===== src/rtl/wb_sdram_ctrl_pkg.sv =====
// wb_sdram_ctrl_pkg: shared state encodings for the SDRAM controller read path
package wb_sdram_ctrl_pkg;
   localparam logic [1:0] ST_IDLE = 2'd0;
   localparam logic [1:0] ST_REQ  = 2'd1;
   localparam logic [1:0] ST_FILL = 2'd2;
endpackage


===== src/rtl/rd_line_mem.sv =====
// rd_line_mem: line data storage, one write port and one asynchronous read port
module rd_line_mem #(
   parameter int DW    = 32,
   parameter int WORDS = 8
) (
   input  logic                     clk,
   input  logic                     we,
   input  logic [$clog2(WORDS)-1:0] wadr,
   input  logic [DW-1:0]            wdat,
   input  logic [$clog2(WORDS)-1:0] radr,
   output logic [DW-1:0]            rdat
);
   logic [DW-1:0] mem [WORDS];
   always_ff @(posedge clk)
      if (we) mem[wadr] <= wdat;
   assign rdat = mem[radr];
endmodule


===== src/rtl/wb_rd_buffer.sv =====
// wb_rd_buffer: single-line Wishbone read buffer refilled from the SDRAM read upsizer
module wb_rd_buffer #(
   parameter int WB_DW     = 32,
   parameter int AW        = 24,
   parameter int BUF_WORDS = 8
) (
   input  logic             clk,
   input  logic             rst,
   input  logic [AW-1:0]    wb_adr_i,
   input  logic             wb_cyc_i,
   input  logic             wb_stb_i,
   input  logic             wb_we_i,
   output logic [WB_DW-1:0] wb_dat_o,
   output logic             wb_ack_o,
   output logic             req_valid_o,
   output logic [AW-1:0]    req_adr_o,
   input  logic             req_ready_i,
   input  logic [AW-3:0]    s_adr_i,
   input  logic [WB_DW-1:0] s_data_i,
   input  logic             s_valid_i,
   output logic             s_ready_o,
   input  logic             inval_i,
   input  logic [AW-1:0]    inval_adr_i
);
   import wb_sdram_ctrl_pkg::*;
   localparam int LW = $clog2(BUF_WORDS);
   localparam int TW = AW - 2 - LW;
   logic [1:0]           state;
   logic [TW-1:0]        tag;
   logic [BUF_WORDS-1:0] valid;
   logic                 stale;
   logic [LW:0]          cnt;
   logic                 rd, tag_hit, inval_hit, beat_ok, keep, fwd, hit, miss, unused;
   logic [LW-1:0]        idx, beat_idx;
   logic [WB_DW-1:0]     mem_dat;
   assign rd        = wb_cyc_i & wb_stb_i & ~wb_we_i;
   assign idx       = wb_adr_i[1+LW:2];
   assign beat_idx  = s_adr_i[LW-1:0];
   assign tag_hit   = wb_adr_i[AW-1:2+LW] == tag;
   assign inval_hit = inval_i && inval_adr_i[AW-1:2+LW] == tag;
   assign beat_ok   = state == ST_FILL && s_valid_i && s_adr_i[AW-3:LW] == tag;
   assign keep      = beat_ok & ~stale & ~inval_hit;
   // A beat landing on the requested word is forwarded so the ack follows that beat directly
   assign fwd       = keep && beat_idx == idx;
   assign hit       = rd & tag_hit & ~stale & ~inval_hit & (valid[idx] | fwd);
   assign miss      = rd & ~hit & ~wb_ack_o;
   assign req_adr_o = {tag, {(LW+2){1'b0}}};
   assign s_ready_o = 1'b1;
   assign unused    = &{1'b0, wb_adr_i[1:0], inval_adr_i[1+LW:0]};
   rd_line_mem #(.DW(WB_DW), .WORDS(BUF_WORDS)) u_mem (
      .clk(clk), .we(beat_ok), .wadr(beat_idx), .wdat(s_data_i), .radr(idx), .rdat(mem_dat)
   );
   always_ff @(posedge clk) begin
      if (rst) begin
         state       <= ST_IDLE;
         tag         <= '0;
         valid       <= '0;
         stale       <= 1'b0;
         cnt         <= '0;
         req_valid_o <= 1'b0;
         wb_ack_o    <= 1'b0;
         wb_dat_o    <= '0;
      end else begin
         wb_ack_o <= hit & ~wb_ack_o;
         if (hit & ~wb_ack_o) wb_dat_o <= fwd ? s_data_i : mem_dat;
         if (state == ST_IDLE && miss) begin
            tag         <= wb_adr_i[AW-1:2+LW];
            valid       <= '0;
            stale       <= 1'b0;
            req_valid_o <= 1'b1;
            state       <= ST_REQ;
         end else if (state == ST_REQ && req_ready_i) begin
            req_valid_o <= 1'b0;
            cnt         <= '0;
            state       <= ST_FILL;
         end else if (beat_ok) begin
            cnt <= cnt + 1'b1;
            if (keep) valid[beat_idx] <= 1'b1;
            if (cnt == (LW+1)'(BUF_WORDS-1)) state <= ST_IDLE;
         end
         // Invalidate is applied last so it overrides any bit set by a concurrent beat
         if (inval_hit) begin
            valid <= '0;
            if (state != ST_IDLE) stale <= 1'b1;
         end
      end
   end
endmodule


===== config.mk =====
export PLATFORM = sky130hd
export DESIGN_NAME = wb_rd_buffer
export DESIGN_NICKNAME = d
export VERILOG_FILES = /design/src/rtl/wb_sdram_ctrl_pkg.sv /design/src/rtl/rd_line_mem.sv /design/src/rtl/wb_rd_buffer.sv
export SDC_FILE = /design/constraint.sdc
export NUM_CORES = 1
export LEC_CHECK = 0
export BUFFER_PORTS_ARGS = -buffer_cell sky130_fd_sc_hd__buf_2
export CORE_ASPECT_RATIO = 0.9
export CORE_MARGIN = 1.5
export CORE_UTILIZATION = 36
export DETAILED_ROUTE_END_ITERATION = 12
export RECOVER_POWER = 100
export SLEW_MARGIN = 30
export SYNTH_ARGS = -nofsm -noshare
export SYNTH_HDL_FRONTEND = slang
export SYNTH_HIERARCHICAL = 1
export SYNTH_SLANG_ARGS = --single-unit
export TNS_END_PERCENT = 20

===== constraint.sdc =====
create_clock -name clk -period 8.7 [get_ports clk]
set_clock_uncertainty 0.15 [all_clocks]
set_input_delay 0.435 -clock clk [delete_from_list [all_inputs] [get_ports clk]]
set_output_delay 0.435 -clock clk [all_outputs]
set_load 0.03 [all_outputs]

==> run summary, run 1 <==
Peak VDD IR: 0.000109 V
final design utilization: 42.8%
f_max: 203 MHz
HP Class: in2reg
final hold vios: 0
Slew HR: -112%
Synth area leaders: edfxtp_1 54%, dfxtp_1 9.6%, mux4_1 7.4%, mux4_2 4.1%, mux2i_1 3.7%
RD Place Congestion: 0.813
Buffers & Inverters on Critical Path: 1
violated checks: max-capacitance violations, max-slew violations
startpoint types: flop
Tcrit/Tclk final: 56.8%
Synth area leader: edfxtp_1
Worst path max stage delay: 2.27 ns
Reg-to-Reg End: wb_dat_o[17]
Main synth FF type: edfxtp_1
worst path arrival time: 5.20 ns
Post-CTS Setup Repair Bufs: 0
cts hold-fix bufs: 0
Routed WL: 32.6 mm
Ports: 169
DP Cell Count: 1512
Final Non-Filler Cells: 1580
# port buffers: 155
Pwr per Cell Area: 204 nW/µm²
initial antenna violation count: 1
Avg Cell Area, Syn: 16.4 µm²
share of cells above drive strength 1: 22.0%
Post-DRT Antenna Nets: 0
Hold Crit Start: wb_adr_i[6]
Root Buffer: clkbuf_16
Worst Hold Path Cells: 3
outcome: finished with violations
Vias: 8063
Crit. End Element: flop
slew at the pin with the worst max-slew slack: 3.17 ns
Final WS setup: 3.76 ns
CP Class: reg2reg
worst-path maximum fanout: 65
RSZ-0062 raised after global routing: false
most frequent cells in the layout: 256 x edfxtp_1, 105 x clkbuf_1, 74 x nand2b_1, 69 x buf_2, 68 x dfxtp_1
reg-to-reg startpoint: tag[1]
residual DRC count: 0
first-pass GRT wire length: 49.3 mm
row count: 68
DR WL/cell: 20.6 µm
die width: 213 µm
r2r setup slk: 3.76 ns
Post-synth EDFFs: 256
post-synth design cell area: 14200 µm²
drt initial violations: 582
critical path cell sequence: xor2_1 -> nor4_1 -> nand4_1 -> a2111oi_0 -> clkbuf_1 -> o22ai_1 -> a211oi_1
total track usage: 16.1%
synthesis warning total: 6
commonest non-fill, non-tap cell in the layout: edfxtp_1
# setup viols final: 0
post-synth cell types: 43
Num CTS Buffers: 36
total global routing overflow: 0
Syn Inst Count: 867
Slew Viols, Final: 311
Resize count post-CTS: 0
vias in the first global route: 8181
CTS tree: done
DP HPWL: 18.2 mm
worst slack, placed: 5.00 ns
H-tree level count: 2
Final Net Count: 1136
Max Cap Violations: 9
Clock Latency Late Sink: 0.53 ns
critical path required time: 8.97 ns
TritonRoute pass-1 iters: 4
pin count of the biggest net entering global routing: 84
via/cell ratio: 5.10
Reg2Reg Depth: 7
Placed Area: 15600 µm²
worst hold endpoint: tag[1]
Setup Total Neg Slack: 0 ns
slowest stage cell on the critical path: clkbuf_1
fraction of registers with async set/reset: 0%
die span in y: 192 µm
Core Box Area: 38600 µm²
Initial Utilization: 36.8%
Final Cell Area: 16600 µm²
Synth-to-Final Area Change: 16.3%
clk slew on worst S/H paths: 0.06 ns
LEAKAGE: 0.00545 µW
post-synthesis sequential area ratio: 63.6%
post-layout minimum cycle time: 4.94 ns
full die area: 40700 µm²
Yosys reg bits: 324
CTS Sinks: 324
area share of the largest cell type after synthesis: 54.0%
CTS Buffer Depth: 3
CP delay by family, top: buffers and inverters
-- worst register-to-register path, delay by kind of cell (launching register included) --
kind	cells	cell delay [ns]
flops	1	0.46
compound gates	3	1.04
xor+xnor	1	0.12
simple gates	2	0.79
buf+inv	1	2.27
-- cells in the mapped netlist, types with 2 or more instances --
master,count
nor3b_1,2
nor3_1,6
mux4_2,26
a21oi_1,12
a2111oi_0,2
nor2_1,12
nand2_1,5
nand3b_1,4
or3_1,4
mux4_1,40
o22ai_1,32
nor4_1,21
or2_2,33
buf_2,14
nand2b_1,74
o21ba_2,2
mux2_2,32
nand4_1,11
a211oi_2,3
buf_4,11
buf_6,8
dfxtp_1,68
edfxtp_1,256
buf_12,2
a211oi_1,31
clkbuf_1,19
xnor2_1,20
nand3_1,3
mux2i_1,53
xor2_1,41
o21ai_0,3
inv_1,3
buf_1,3
conb_1,2
-- power by group --
group	switching [µW]	internal [µW]
Combinational	94.8	73.6
Sequential	7.13	1670
Clock	617	905
-- cell type report --
type	count	area, µm²
Clock inverter	17	188
Sequential cell	324	9050
Timing Repair Buffer	173	769
Inverter	3	11.3
Tap cell	525	657
Fill cell	3533	22100
Antenna cell	2	5.00
Clock buffer	49	1000
Multi-Input combinational cell	487	4870
-- logic make-up (layout without fill, tap and decap cells) --
group | after synthesis | count (layout) | synth area share, %
mux | 151 | 151 | 17.8
flops | 324 | 324 | 63.6
simple gates | 179 | 179 | 7.60
fa+ha+maj | 1 | 1 | 0.0879
other cells | 2 | 8 | 0.0528
xor+xnor | 61 | 61 | 3.75
buf+inv | 60 | 242 | 2.65
compound gates | 89 | 89 | 4.50
-- flip-flops by register name, indices dropped and copies added (netlist names) --
signal       flops
wb_ack_o         1
stale            1
wb_dat_o        32
u_mem/mem      256
tag             19
valid            8
cnt              4
state            2
req_valid_o      1
-- per-layer routing --
| metal | vias up | global-route usage, % | share of wire (%) |
|---|---|---|---|
| li1 | 3746 | - | - |
| met3 | 32 | 3.24 | 5.6 |
| met1 | 4067 | 21.9 | 46 |
| met5 | - | 0 | 0 |
| met4 | 0 | 3.63 | 1.3 |
| met2 | 218 | 26.7 | 47 |
-- how the worst max path moves through the flow --
stage / slack [ns] / startpoint / cells past startpoint / to
finish: 3.76 / tag[1] / 7 / wb_dat_o[17]
global route: 3.26 / tag[17] / 7 / u_mem/mem[5][14]
CTS: 5.11 / tag[17] / 7 / u_mem/mem[5][14]
detailed placement: 5.00 / s_adr_i[20] / 8 / u_mem/mem[5][7]
global placement: 5.03 / s_adr_i[20] / 8 / u_mem/mem[5][7]
floorplan: 4.32 / tag[17] / 6 / u_mem/mem[0][0]
-- metrics by stage --
stage	power [µW]	hold WS (ns)
final	3370	0.0362
after global routing	3490	0.0367
after floorplan	1820	0.303
after CTS	3420	0.0152
after detailed placement	1890	0.316
after global placement	1880	0.314
Power figures use the tool's default switching activity.
==> run 2, diff against run 1 <==
--- a/config.mk
+++ b/config.mk
@@ -5,6 +5,7 @@
 export SDC_FILE = /design/constraint.sdc
 export NUM_CORES = 1
 export LEC_CHECK = 0
+export ABC_AREA = 1
 export BUFFER_PORTS_ARGS = -buffer_cell sky130_fd_sc_hd__buf_2
 export CORE_ASPECT_RATIO = 0.9
 export CORE_MARGIN = 1.5
==> constraint.sdc (replaced) <==
create_clock -name clk -period 4.9 [get_ports clk]
set_clock_uncertainty 0.15 [all_clocks]
set_input_delay 0.245 -clock clk [delete_from_list [all_inputs] [get_ports clk]]
set_output_delay 0.245 -clock clk [all_outputs]
set_load 0.03 [all_outputs]
==> run 2 against run 1 <==
  * The run still ends with max-capacitance violations, max-slew violations left
  * Total power rose by 84%
  * Worst hold slack gained 0.010 ns
  * Design area grew 13%
  * Die area is 12% higher
  * Setup slack got worse by 2.7 ns
  * Largest cell class unchanged
==> run summary, run 2 <==
Yosys reg bits: 324 (unchanged)
DP HPWL: 23.9 mm (+31%)
violated checks: max-capacitance violations, max-slew violations
f_max: 258 MHz (+27%)
RSZ-0062 raised after global routing: false
simple-gate share of the synthesized area: 25.8% (+18 points)
Synth-to-Final Area Change: 17.5%
initial antenna violation count: 2 (+1)
TritonRoute pass-1 iters: 4 (unchanged)
Synth area leaders: edfxtp_1 48%, nand2_1 15%, inv_1 9.1%, dfxtp_1 8.6%, nand3_1 4.9%
total track usage: 17.5% (+1.4 points)
Setup Total Neg Slack: 0 ns (unchanged)
Synth Area in Adders: 0.0786% (-0.0093 points)
Tot Pwr: 6210 µW (+84%)
Initial Utilization: 36.7% (-0.10 points)
Vias: 12300 (+52%)
die span in y: 202 µm (+5.7%)
CTS tree: done
area share of the largest cell type after synthesis: 48.3% (-5.7 points)
xor/xnor cell area share of the yosys netlist: 1.32% (-2.4 points)
largest register by flop count: u_mem/mem
CTS Buffer Depth: 3 (unchanged)
first-pass GRT wire length: 62.6 mm (+27%)
proportion of synthesized area in mux cells: 0.0629% (-18 points)
Syn Inst Count: 1931 (+120%)
Final Net Count: 2234 (+97%)
full die area: 45500 µm² (+12%)
critical path required time: 4.92 ns (-4.05 ns)
pin count of the biggest net entering global routing: 129 (+54%)
largest registers: u_mem/mem x256, wb_dat_o x32, tag x19
Root Buffer: clkbuf_16
slew at the pin with the worst max-slew slack: 1.51 ns (-1.66 ns)
filler instances: 4274 (+21%)
post-synthesis sequential area ratio: 56.9% (-6.7 points)
share of cells above drive strength 1: 7.43% (-15 points)
RD Place Congestion: 0.888 (+9.2%)
startpoint types: flop
Post-DRT Antenna Nets: 0 (unchanged)
synthesis warning total: 6 (unchanged)
max reg flops: 256 (unchanged)
Slew HR: -0.968% (+110 points)
Routed WL: 39.5 mm (+21%)
worst-path maximum fanout: 24 (-63%)
DR WL/cell: 14.4 µm (-30%)
post-synth design cell area: 15900 µm² (+12%)
row count: 72 (+5.9%)
via/cell ratio: 4.47 (-12%)
most frequent cells in the layout: 659 x nand2_1, 386 x inv_1, 256 x edfxtp_1, 158 x nand3_1, 148 x nor2_1
# port buffers: 155 (unchanged)
clk slew on worst S/H paths: 0.06 ns (about the same)
# setup viols final: 0 (unchanged)
Clock Latency Late Sink: 0.55 ns (+0.02 ns)
total global routing overflow: 0 (unchanged)
Ports: 169 (unchanged)
LEAKAGE: 0.00875 µW (+60%)
Slew Viols, Final: 23 (-93%)
Main synth FF type: edfxtp_1
Post-synth EDFFs: 256 (unchanged)
Tcrit/Tclk final: 79.2% (+22 points)
Num CTS Buffers: 37 (+2.8%)
worst path arrival time: 3.90 ns (-1.30 ns)
post-synth cell types: 41 (-4.7%)
CP Class: reg2reg
post-layout minimum cycle time: 3.88 ns (-1.06 ns)
largest family of logic cells by synthesized area: simple AND/OR/NAND/NOR gates
die width: 225 µm (+5.7%)
Synth Area in Compound Gates: 3.00% (-1.5 points)
CTS Sinks: 324 (unchanged)
fraction of registers with async set/reset: 0% (unchanged)
most common cell in the netlist: nand2_1
HP Class: in2reg
Pwr per Cell Area: 332 nW/µm² (+63%)
final hold vios: 0 (unchanged)
most frequent cells after synthesis: 657 x nand2_1, 387 x inv_1, 256 x edfxtp_1
Synth area leader: edfxtp_1
H-tree level count: 2 (unchanged)
Max Cap Violations: 2 (-7)
Avg Cell Area, Syn: 8.24 µm² (-50%)
Crit. End Element: flop
commonest non-fill, non-tap cell in the layout: nand2_1
residual DRC count: 0 (unchanged)
drt initial violations: 813 (+40%)
Peak VDD IR: 0.000214 V (+96%)
Resize count post-CTS: 0 (unchanged)
Core Box Area: 43300 µm² (+12%)
outcome: finished with violations
vias in the first global route: 11900 (+46%)
-- run 2: through the flow --
stage | hold WS [ns] | area [µm²] | utilization, % | worst slack [ns] | cells
6_report | 0.0463 | 18700 | 43.2 | 1.02 | 2745
5_1_grt | 0.0532 | 18700 | 43.2 | 0.675 | 2745
4_1_cts | 0.00702 | 18900 | 43.7 | 1.52 | 2744
3_5_place_dp | 0.309 | 17200 | 39.6 | 1.56 | 2620
3_3_place_gp | 0.297 | 17100 | 39.6 | 1.60 | 2620
2_1_floorplan | 0.164 | 15900 | - | 1.51 | 1935
-- run 2: where the power goes --
part / leakage [µW] / internal, µW / switching [µW]
clock: 0.000596 / 1620 / 1110
sequential: 0.00285 / 2970 / 18.6
combinational: 0.00530 / 171 / 319
-- run 2: cell type report --
cell class                      count  area, µm²  share of cell area [%]
Sequential cell                   324       9050                    48.4
Multi-Input combinational cell   1129       4840                    25.9
Inverter                          399       1500                    8.01
Timing Repair Buffer              232       1370                    7.32
Clock buffer                       51       1050                    5.61
Tap cell                          592        741                    3.96
Clock inverter                     17        159                   0.849
Antenna cell                        1       2.50                  0.0134
-- run 2: path summary, 6_finish.rpt --
kind,from,endpoint,slack (ns),cells past startpoint
setup / recovery,tag[11],u_mem/mem[4][11],1.02,9
hold / removal,s_adr_i[2],valid[2],0.05,4
setup reg to reg,tag[11],u_mem/mem[4][11],1.02,9
hold reg to reg,req_valid_o,req_valid_o,0.31,2
-- run 2: what timing repair did --
item / 4_1_cts / 5_1_grt
hold buffers: 56 / 0
hold endpoints to repair: 300 / 0
buffers inserted: 0 / 0
-- run 2: routing by layer --
metal | wire, µm | up-vias | global-route usage [%]
li1 | - | 6311 | -
met1 | 17800 | 5624 | 22.4
met2 | 18700 | 275 | 30.0
met3 | 2150 | 63 | 3.73
met4 | 804 | 2 | 4.82
met5 | 13 | - | 0
-- run 2: logic make-up after synthesis --
| kind of cell | after synthesis |
|---|---|
| fa+ha+maj | 1 |
| mux | 1 |
| flops | 324 |
| other cells | 2 |
| buf+inv | 482 |
| compound gates | 89 |
| simple gates | 1008 |
| xor+xnor | 24 |
-- run 2: critical path, stage by stage, from the launching register on --
cell and delay, ns:
dfxtp_1 0.54, nand2_1 0.09, nand2_1 0.08, nand2_1 0.05
nor2_1 0.08, nand3_1 0.16, nor2_1 0.35, nand2_1 0.28
nor2_1 0.88, clkbuf_2 0.81
